[config.mk]
export PLATFORM = sky130hd
export DESIGN_NAME = synaptic_current_accumulator_flat
export DESIGN_NICKNAME = d
export VERILOG_FILES = /design/src/rtl/synaptic_current_accumulator_if.sv /design/src/rtl/synaptic_current_accumulator.sv /design/src/flat_wrapper.sv
export SDC_FILE = /design/constraint.sdc
export NUM_CORES = 1
export LEC_CHECK = 0
export CORE_ASPECT_RATIO = 1.2
export CORE_MARGIN = 2
export CORE_UTILIZATION = 25
export CTS_BUF_LIST = sky130_fd_sc_hd__clkbuf_4
export DETAILED_ROUTE_END_ITERATION = 10
export PLACE_DENSITY = 0.52
export SLEW_MARGIN = 20
export SYNTH_ARGS = -nofsm -noshare
export SYNTH_HDL_FRONTEND = slang
export SYNTH_SLANG_ARGS = --single-unit
[constraint.sdc]
create_clock -name clk -period 9.08 [get_ports clk]
set_input_delay 1.816 -clock clk [delete_from_list [all_inputs] [get_ports clk]]
set_output_delay 1.816 -clock clk [all_outputs]
set_load 0.02 [all_outputs]
[src/rtl/synaptic_current_accumulator_if.sv]
// Purpose: bundles the spike-vector handshake and the current result bus
//          between the presynaptic source, the accumulator and the neuron.
// Signals:
//   spike_in       presynaptic spike vector, bit i = input i fired
//   spike_valid    spike_in/weights valid this cycle
//   spike_ready    accumulator can accept a vector
//   weights        flat signed weight bus, weight i at [i*WEIGHT_WIDTH +: WEIGHT_WIDTH]
//   input_current  saturated signed sum, held between pulses
//   current_valid  one-cycle pulse, input_current updated this cycle
//   saturated      pulse aligned with current_valid, 1 = sum was clipped
//   busy           accumulator is summing or presenting a result
// Modports: master = upstream/neuron side, slave = accumulator side.
interface synaptic_current_accumulator_if #(
    parameter int NUM_INPUTS   = 8,
    parameter int WEIGHT_WIDTH = 4,
    parameter int CUR_WIDTH    = 5
);
    logic [NUM_INPUTS-1:0]              spike_in;
    logic                               spike_valid;
    logic                               spike_ready;
    logic [NUM_INPUTS*WEIGHT_WIDTH-1:0] weights;
    logic [CUR_WIDTH-1:0]               input_current;
    logic                               current_valid;
    logic                               saturated;
    logic                               busy;

    modport master (
        output spike_in, spike_valid, weights,
        input  spike_ready, input_current, current_valid, saturated, busy
    );

    modport slave (
        input  spike_in, spike_valid, weights,
        output spike_ready, input_current, current_valid, saturated, busy
    );
endinterface

[src/rtl/synaptic_current_accumulator.sv]
// Purpose: upstream stage of the LIF neuron. Takes one spike vector per
//          timestep, serially sums the signed weights of the active inputs
//          (one input per cycle), saturates the sum to the neuron's signed
//          current range and presents it with a one-cycle current_valid pulse.
// Ports:
//   clk    clock, all state on rising edge
//   reset  asynchronous reset, active-high
//   bus    slave side of synaptic_current_accumulator_if (handshake + result)
module synaptic_current_accumulator #(
    parameter int NUM_INPUTS   = 8,
    parameter int WEIGHT_WIDTH = 4,
    parameter int CUR_WIDTH    = 5
) (
    input  logic                            clk,
    input  logic                            reset,
    synaptic_current_accumulator_if.slave   bus
);

    // One guard bit beyond the worst-case sum so the accumulator never wraps.
    localparam int ACC_W = WEIGHT_WIDTH + $clog2(NUM_INPUTS) + 1;
    localparam int IDX_W = $clog2(NUM_INPUTS);
    localparam int WB_W  = NUM_INPUTS * WEIGHT_WIDTH;

    localparam logic signed [ACC_W-1:0] CUR_MAX = ACC_W'((2 ** (CUR_WIDTH - 1)) - 1);
    localparam logic signed [ACC_W-1:0] CUR_MIN = -ACC_W'(2 ** (CUR_WIDTH - 1));
    localparam logic [IDX_W-1:0]        IDX_LAST = IDX_W'(NUM_INPUTS - 1);

    typedef enum logic [1:0] {
        IDLE  = 2'd0,
        ACCUM = 2'd1,
        OUT   = 2'd2
    } state_t;

    state_t                    state_q, state_d;
    logic signed [ACC_W-1:0]   acc_q, acc_d;
    logic [IDX_W-1:0]          idx_q, idx_d;
    logic [NUM_INPUTS-1:0]     spikes_q, spikes_d;
    logic [WB_W-1:0]           weights_q, weights_d;
    logic [CUR_WIDTH-1:0]      current_q, current_d;
    logic                      valid_q, valid_d;
    logic                      sat_q, sat_d;

    logic [WEIGHT_WIDTH-1:0]   weight_sel;
    logic signed [ACC_W-1:0]   weight_ext;

    // Weight of the input being visited this cycle, sign-extended to the
    // accumulator width.
    always_comb begin
        weight_sel = weights_q[idx_q*WEIGHT_WIDTH +: WEIGHT_WIDTH];
        weight_ext = {{(ACC_W-WEIGHT_WIDTH){weight_sel[WEIGHT_WIDTH-1]}}, weight_sel};
    end

    // Next-state and datapath logic. The result registers only change on the
    // edge leaving OUT, so input_current holds its value between pulses.
    always_comb begin
        state_d   = state_q;
        acc_d     = acc_q;
        idx_d     = idx_q;
        spikes_d  = spikes_q;
        weights_d = weights_q;
        current_d = current_q;
        valid_d   = 1'b0;
        sat_d     = 1'b0;

        unique case (state_q)
            IDLE: begin
                if (bus.spike_valid) begin
                    // Snapshot the inputs so upstream may change them mid-sum.
                    spikes_d  = bus.spike_in;
                    weights_d = bus.weights;
                    acc_d     = '0;
                    idx_d     = '0;
                    state_d   = ACCUM;
                end
            end
            ACCUM: begin
                if (spikes_q[idx_q]) begin
                    acc_d = acc_q + weight_ext;
                end
                if (idx_q == IDX_LAST) begin
                    state_d = OUT;
                end else begin
                    idx_d = idx_q + 1'b1;
                end
            end
            OUT: begin
                valid_d = 1'b1;
                state_d = IDLE;
                if (acc_q > CUR_MAX) begin
                    current_d = {1'b0, {(CUR_WIDTH-1){1'b1}}};
                    sat_d     = 1'b1;
                end else if (acc_q < CUR_MIN) begin
                    current_d = {1'b1, {(CUR_WIDTH-1){1'b0}}};
                    sat_d     = 1'b1;
                end else begin
                    current_d = acc_q[CUR_WIDTH-1:0];
                end
            end
            default: begin
                state_d = IDLE;
            end
        endcase
    end

    // State register; reset aborts any in-flight sum without a pulse.
    always_ff @(posedge clk or posedge reset) begin
        if (reset) begin
            state_q   <= IDLE;
            acc_q     <= '0;
            idx_q     <= '0;
            spikes_q  <= '0;
            weights_q <= '0;
            current_q <= '0;
            valid_q   <= 1'b0;
            sat_q     <= 1'b0;
        end else begin
            state_q   <= state_d;
            acc_q     <= acc_d;
            idx_q     <= idx_d;
            spikes_q  <= spikes_d;
            weights_q <= weights_d;
            current_q <= current_d;
            valid_q   <= valid_d;
            sat_q     <= sat_d;
        end
    end

    assign bus.spike_ready   = (state_q == IDLE);
    assign bus.busy          = (state_q != IDLE);
    assign bus.input_current = current_q;
    assign bus.current_valid = valid_q;
    assign bus.saturated     = sat_q;

endmodule

[src/flat_wrapper.sv]
// flat-port wrapper written by rule: the top's interface ports become plain ports
module synaptic_current_accumulator_flat 
#(
    parameter int NUM_INPUTS   = 8,
    parameter int WEIGHT_WIDTH = 4,
    parameter int CUR_WIDTH    = 5
)
  (clk, reset, bus_spike_in, bus_spike_valid, bus_weights, bus_spike_ready, bus_input_current, bus_current_valid, bus_saturated, bus_busy);
  synaptic_current_accumulator_if #(.NUM_INPUTS(NUM_INPUTS), .WEIGHT_WIDTH(WEIGHT_WIDTH), .CUR_WIDTH(CUR_WIDTH)) bus_i ();
  input  logic clk;
  input  logic reset;
  input wire logic [$bits(bus_i.spike_in)-1:0] bus_spike_in;
  input wire logic [$bits(bus_i.spike_valid)-1:0] bus_spike_valid;
  input wire logic [$bits(bus_i.weights)-1:0] bus_weights;
  output wire logic [$bits(bus_i.spike_ready)-1:0] bus_spike_ready;
  output wire logic [$bits(bus_i.input_current)-1:0] bus_input_current;
  output wire logic [$bits(bus_i.current_valid)-1:0] bus_current_valid;
  output wire logic [$bits(bus_i.saturated)-1:0] bus_saturated;
  output wire logic [$bits(bus_i.busy)-1:0] bus_busy;
  assign bus_i.spike_in = bus_spike_in;
  assign bus_i.spike_valid = bus_spike_valid;
  assign bus_i.weights = bus_weights;
  assign bus_spike_ready = bus_i.spike_ready;
  assign bus_input_current = bus_i.input_current;
  assign bus_current_valid = bus_i.current_valid;
  assign bus_saturated = bus_i.saturated;
  assign bus_busy = bus_i.busy;
  synaptic_current_accumulator #(.NUM_INPUTS(NUM_INPUTS), .WEIGHT_WIDTH(WEIGHT_WIDTH), .CUR_WIDTH(CUR_WIDTH)) u_core (.clk(clk), .reset(reset), .bus(bus_i));
endmodule
---- After elaboration in Yosys (flattened, before gate mapping) ----
Cells that the tools add are included.
operators by class
  add/sub/neg operators ................... 2
  order comparisons ....................... 3
  equality and inequality tests ........... 7
  shifts and indexed selects .............. 1
  multiplexer cells ....................... 17
  reduce and logical (&&, ||, !) cells .... 7
operators with widths
  cell                 count
  $shiftx 32x6->4      1
  $mux 8               2
  $pmux 8 s2           1
  $mux 5               2
  $add 8x4->8          1
  $gt 8x5->1 const B   1
  $lt 8x5->1 const B   1
  $mux 3               2
  $pmux 3 s2           1
  $reduce_and 3->1     2
  $mux 1               5
  $lt 3x4->1 const B   1
  $mux 2               2
  $ne 2x1->1 const B   2
  $ne 2x2->1 const B   2
  $pmux 2 s2           1
  $reduce_and 2->1     2
  $reduce_bool 2->1    2
  $add 3x1->3 const B  1
  $bmux 1 s3           1
  $eq 3x3->1 const B   1
  $eq 2x1->1 const B   1
  $eq 2x2->1 const B   1
  $logic_not 2->1      1
word-level totals
  bits in registers ....................... 60
  input bits .............................. 43
  output and inout bits ................... 9
  logic and storage cells ................. 45

---- Depth between registers and ports, before layout ----
  depth after elaboration ................. 4
  depth in mapped cells ................... 10
  mapped depth without buffers ............ 9

---- Least setup slack after synthesis ----
No wires, ideal clock.
  path type ............................... register -> register
  start point ............................. register u_core.idx_q[0]
  end point ............................... register u_core.acc_q[6]
  library setup time ...................... 138 ps
  arrival ................................. 2775 ps
  data required time ...................... 8942 ps
  setup slack ............................. 6168 ps
  stages on the path, launching flop included .. 11
  buffers on the path ..................... 1
  period minus slack after synthesis ...... 2912 ps
  cells stage by stage .................... dfrtp_1 -> buf_6 -> mux4_2 -> mux2_2 -> ha_1 -> fa_1 -> a21o_1 -> a21oi_1 -> nor4_1 -> o41ai_1 -> o21ai_0
between the ends
  cells in the longest elaborated chain, start to end .. 4
  elaborated cells between the ends (all ways) .. 8
  those cells by class .................... 1 x add/sub; 1 x eq/ne; 1 x shift; 4 x mux; 1 x reduce/logical
RTL lines
  element                                         line                                                                    text
  start, declared                                 synaptic_current_accumulator.sv:36                                      logic [IDX_W-1:0] idx_q, idx_d;
  start signal, assigned                          synaptic_current_accumulator.sv:119                                     idx_q <= idx_d;
  $shiftx 32x6->4 or $bmux 1 s3 (tied branches)   synaptic_current_accumulator.sv:49, synaptic_current_accumulator.sv:77
  $add 8x4->8 or $mux 1 (tied branches)           synaptic_current_accumulator.sv:78, synaptic_current_accumulator.sv:77
  $mux 8 or $ne 2x1->1 (tied branches)            --
  $pmux 8 s2 or $reduce_and 3->1 (tied branches)  --
  end signal, assigned                            synaptic_current_accumulator.sv:109                                     acc_q <= '0;
  end signal, assigned                            synaptic_current_accumulator.sv:118                                     acc_q <= acc_d;
  end, declared                                   synaptic_current_accumulator.sv:35                                      logic signed [ACC_W-1:0] acc_q, acc_d;
Several ways; a longest one is shown, not always the timed one. The select of a mux whose other input is x is not followed.
A chain may end at the register's enable or synchronous reset.

---- Worst setup path after layout ----
  start point ............................. register u_core.state_q[0]
  end point ............................... output port bus_spike_ready
between the ends
  cells in the longest elaborated chain, start to end .. 1
RTL lines
  element                 line                                 text
  start, declared         synaptic_current_accumulator.sv:34   state_t state_q, state_d;
  start signal, assigned  synaptic_current_accumulator.sv:117  state_q <= state_d;
  $logic_not 2->1         synaptic_current_accumulator.sv:128  assign bus.spike_ready = (state_q == IDLE);
  end, declared           flat_wrapper.sv:15                   output wire logic [$bits(bus_i.spike_ready)-1:0] bus_spike_ready;
Every way passes these cells.

==> flow_summary_export.csv <==
group,metric,value,unit
outcome,status,"complete, no violations",
timing,drv_slew,0,
placed_design,dp_hpwl,4.27,mm
flow_run,max-cap-violations,0,
die,rows,43,
final_layout,fillCellCount,1222,
timing,setup_viol,0,
synth,synth-seq-area-share,50.5,%
synth,syn_inst,310,
clock_tree,numCtsBuffers,9,
worst_setup_path,cp-start-kind,"register",
power,vdd_drop_max,96.1,uV
timing,rsz0062_at_grt,"no",
die,floorplan.initialDensity,25.7,%
synth,synth_edf_count,0,
worst_setup_path,crit_path_max_fanout,9,
timing,fin_skew,16.4,ps
worst_setup_path,crit_end,"bus_spike_ready",
worst_setup_path,critPathArrivalTime,1750,ps
timing,hold_violations,0,
timing,max-slew-margin-rel,44.0,%
route,num_vias,2239,
timing,fmax,281,MHz
clock_tree,cts_resized,0,
clock_tree,cts_setup_buffers,0,
synth,syn_nets,363,
placed_design,dp_slack,5630,ps
placed_design,gp_congestion,0.802,
route,drtAntennaViolNets,0,
route,dr.pass1.iters,4,
synth,synth_top_cell_area_share,50.5,%
worst_setup_path,r2r_slack,5680,ps
final_layout,fin_util,32.6,%
clock_tree,cts_root_buf,"clkbuf_4",
timing,min_period,3560,ps
synth,synth_top_cell_by_area,"dfrtp_1",
grt,grt_start_max_net_pins,61,
final_layout,nNetsFinal,412,
synth,synth_area_leaders,"dfrtp_1 51%, nand2_1 18%, mux4_1 4.4%",
timing,tightestPinTransition,837,ps
worst_setup_path,cp-startpoint,"u_core.state_q[0]",
final_layout,drive_above_1_share,8.26,%
die,die_area,0.0128,sq mm
power,finalPower,1.31,mW
worst_setup_path,endpoint_kind,"output port",
power,powerDensity,349,mW/mm^2
grt,grt_pass1_vias,2281,
route,avgViaCountPerCell,4.31,
final_layout,n_antenna_cell,0,
final_layout,design_area,0.00377,sq mm
synth,synthArstFlopShare,100,%
final_layout,multi_input_area,0.00137,sq mm
worst_setup_path,r2r_cells,9,
clock_tree,cts.hold.buffers_added,0,
synth,ys_types,37,
final_layout,area_delta_synth_final,26.9,%
final_layout,regArea,0.00150,sq mm
synth,ys_top_cells_by_count,"146 x nand2_1, 60 x dfrtp_1, 9 x clkbuf_1, 9 x ha_1, 9 x o21ai_0",
worst_setup_path,r2r_end,"u_core.acc_q[6]",
synth,synth.avg_cell_area,9.59,sq um
route,drcViolationCount,0,
synth,synth.cell_area,0.00297,sq mm
clock_tree,clkSlewWorstSetupHoldPaths,110,ps
placed_design,io_buffers,51,
worst_setup_path,r2r-start,"u_core.idx_q[0]",
die,chipWidth,104,microns
die,dieHeight,123,microns
clock_tree,cts_buffer_depth,2,
timing,post-route-period-util,39.2,%
synth,yosysWarnings,0,
worst_setup_path,required,7260,ps
route,wl_per_cell,12.0,microns
timing,setup_ws,5520,ps
die,core_area,0.0116,sq mm
grt,grt_usage,10.8,%
grt,overflow,0,
synth,yosysMostFrequentCell,"nand2_1",
clock_tree,cts_tree,"yes",
grt,grt_pass1_wl,10.9,mm
clock_tree,h-tree-depth,3,
synth,synth_seq_cells,60,
grt,antenna_found_initial,0,
clock_tree,insertion_delay,410,ps
die,ios,52,
route,first_iter_violations,81,
worst_setup_path,path_class,"register to output port",
clock_tree,cts_sinks,60,
power,leakage,1.85,nW
route,totalWireLength,6.24,mm
synth,synth_flop_cell,"dfrtp_1",
placed_design,placed_area,0.00362,sq mm
timing,setup_tns,0,ps
min_path,hold_class,"register to register",
==> how the worst min path moves through the flow <==
stage	cells past startpoint	start	endpoint
floorplan	2	u_core.spikes_q[5]	u_core.spikes_q[5]
global placement	2	u_core.weights_q[9]	u_core.weights_q[9]
detailed placement	2	u_core.weights_q[22]	u_core.weights_q[22]
CTS	2	u_core.bus.input_current[3]	u_core.bus.input_current[3]
global route	2	u_core.weights_q[19]	u_core.weights_q[19]
finish	2	u_core.bus.input_current[1]	u_core.bus.input_current[1]
==> cell type report <==
type / instances / share of cell area, %
flip-flops and latches: 60 / 39.8
multi-input cells: 229 / 36.4
repair buffers: 54 / 14.1
well taps: 157 / 5.21
clock inverters: 6 / 2.12
clock buffers: 9 / 1.79
inverters: 5 / 0.498
==> routing by layer <==
layer | track usage (%) | routed length, microns | vias up
met5 | 0 | 0 | -
met4 | 4.90 | 132 | 0
met3 | 3.11 | 306 | 14
met2 | 17.5 | 2850 | 49
met1 | 13.6 | 2950 | 1047
li1 | - | - | 1129
==> state kept, by name, summed over array words and instances (netlist names) <==
register / flops
u_core.bus.input_current: 5
u_core.acc_q: 8
u_core.bus.current_valid: 1
u_core.idx_q: 3
u_core.state_q: 2
u_core.weights_q: 32
u_core.bus.saturated: 1
u_core.spikes_q: 8
==> kinds of logic after synthesis <==
| logic type | Yosys count | share of synthesized area, % |
|---|---|---|
| xor+xnor | 4 | 1.18 |
| buf+inv | 21 | 3.28 |
| fa+ha+maj | 10 | 4.46 |
| compound gates | 35 | 7.91 |
| mux | 18 | 11.3 |
| flops | 60 | 50.5 |
| simple gates | 162 | 21.4 |
==> worst max-delay path, stage by stage, from the launching register on <==
cell and delay, ps:
dfrtp_1 480, nor2_1 210, clkdlybuf4s50_1 650
==> power breakdown <==
part | internal, mW | switching [mW] | leakage (nW) | total [mW]
registers | 0.384 | 0.0977 | 0.757 | 0.482
logic | 0.320 | 0.307 | 1.02 | 0.626
clock network | 0.108 | 0.0978 | 0.0769 | 0.206
total | 0.812 | 0.502 | 1.85 | 1.31
==> stage by stage <==
step | hold WS (ps) | instances
global route | 502 | 520
detailed placement | 455 | 505
finish | 469 | 520
global placement | 450 | 505
floorplan | 437 | 310
CTS | 478 | 520
==> cell usage in the layout, fill, tap and decap left out, types with 2 or more instances in the layout <==
cell	count
a21oi_1	6
o211a_1	2
o21a_1	2
clkdlybuf4s50_1	51
ha_1	9
inv_1	4
dfrtp_1	60
nor2_1	8
mux2_2	5
clkinv_1	2
nand2_1	146
buf_4	3
a21o_1	2
xnor2_1	3
clkbuf_4	9
mux4_2	5
mux4_1	5
o21ai_1	4
o21ai_0	9
bufinv_16	2
a22o_1	5
mux2i_1	2
(Power assumes the default switching activity.)
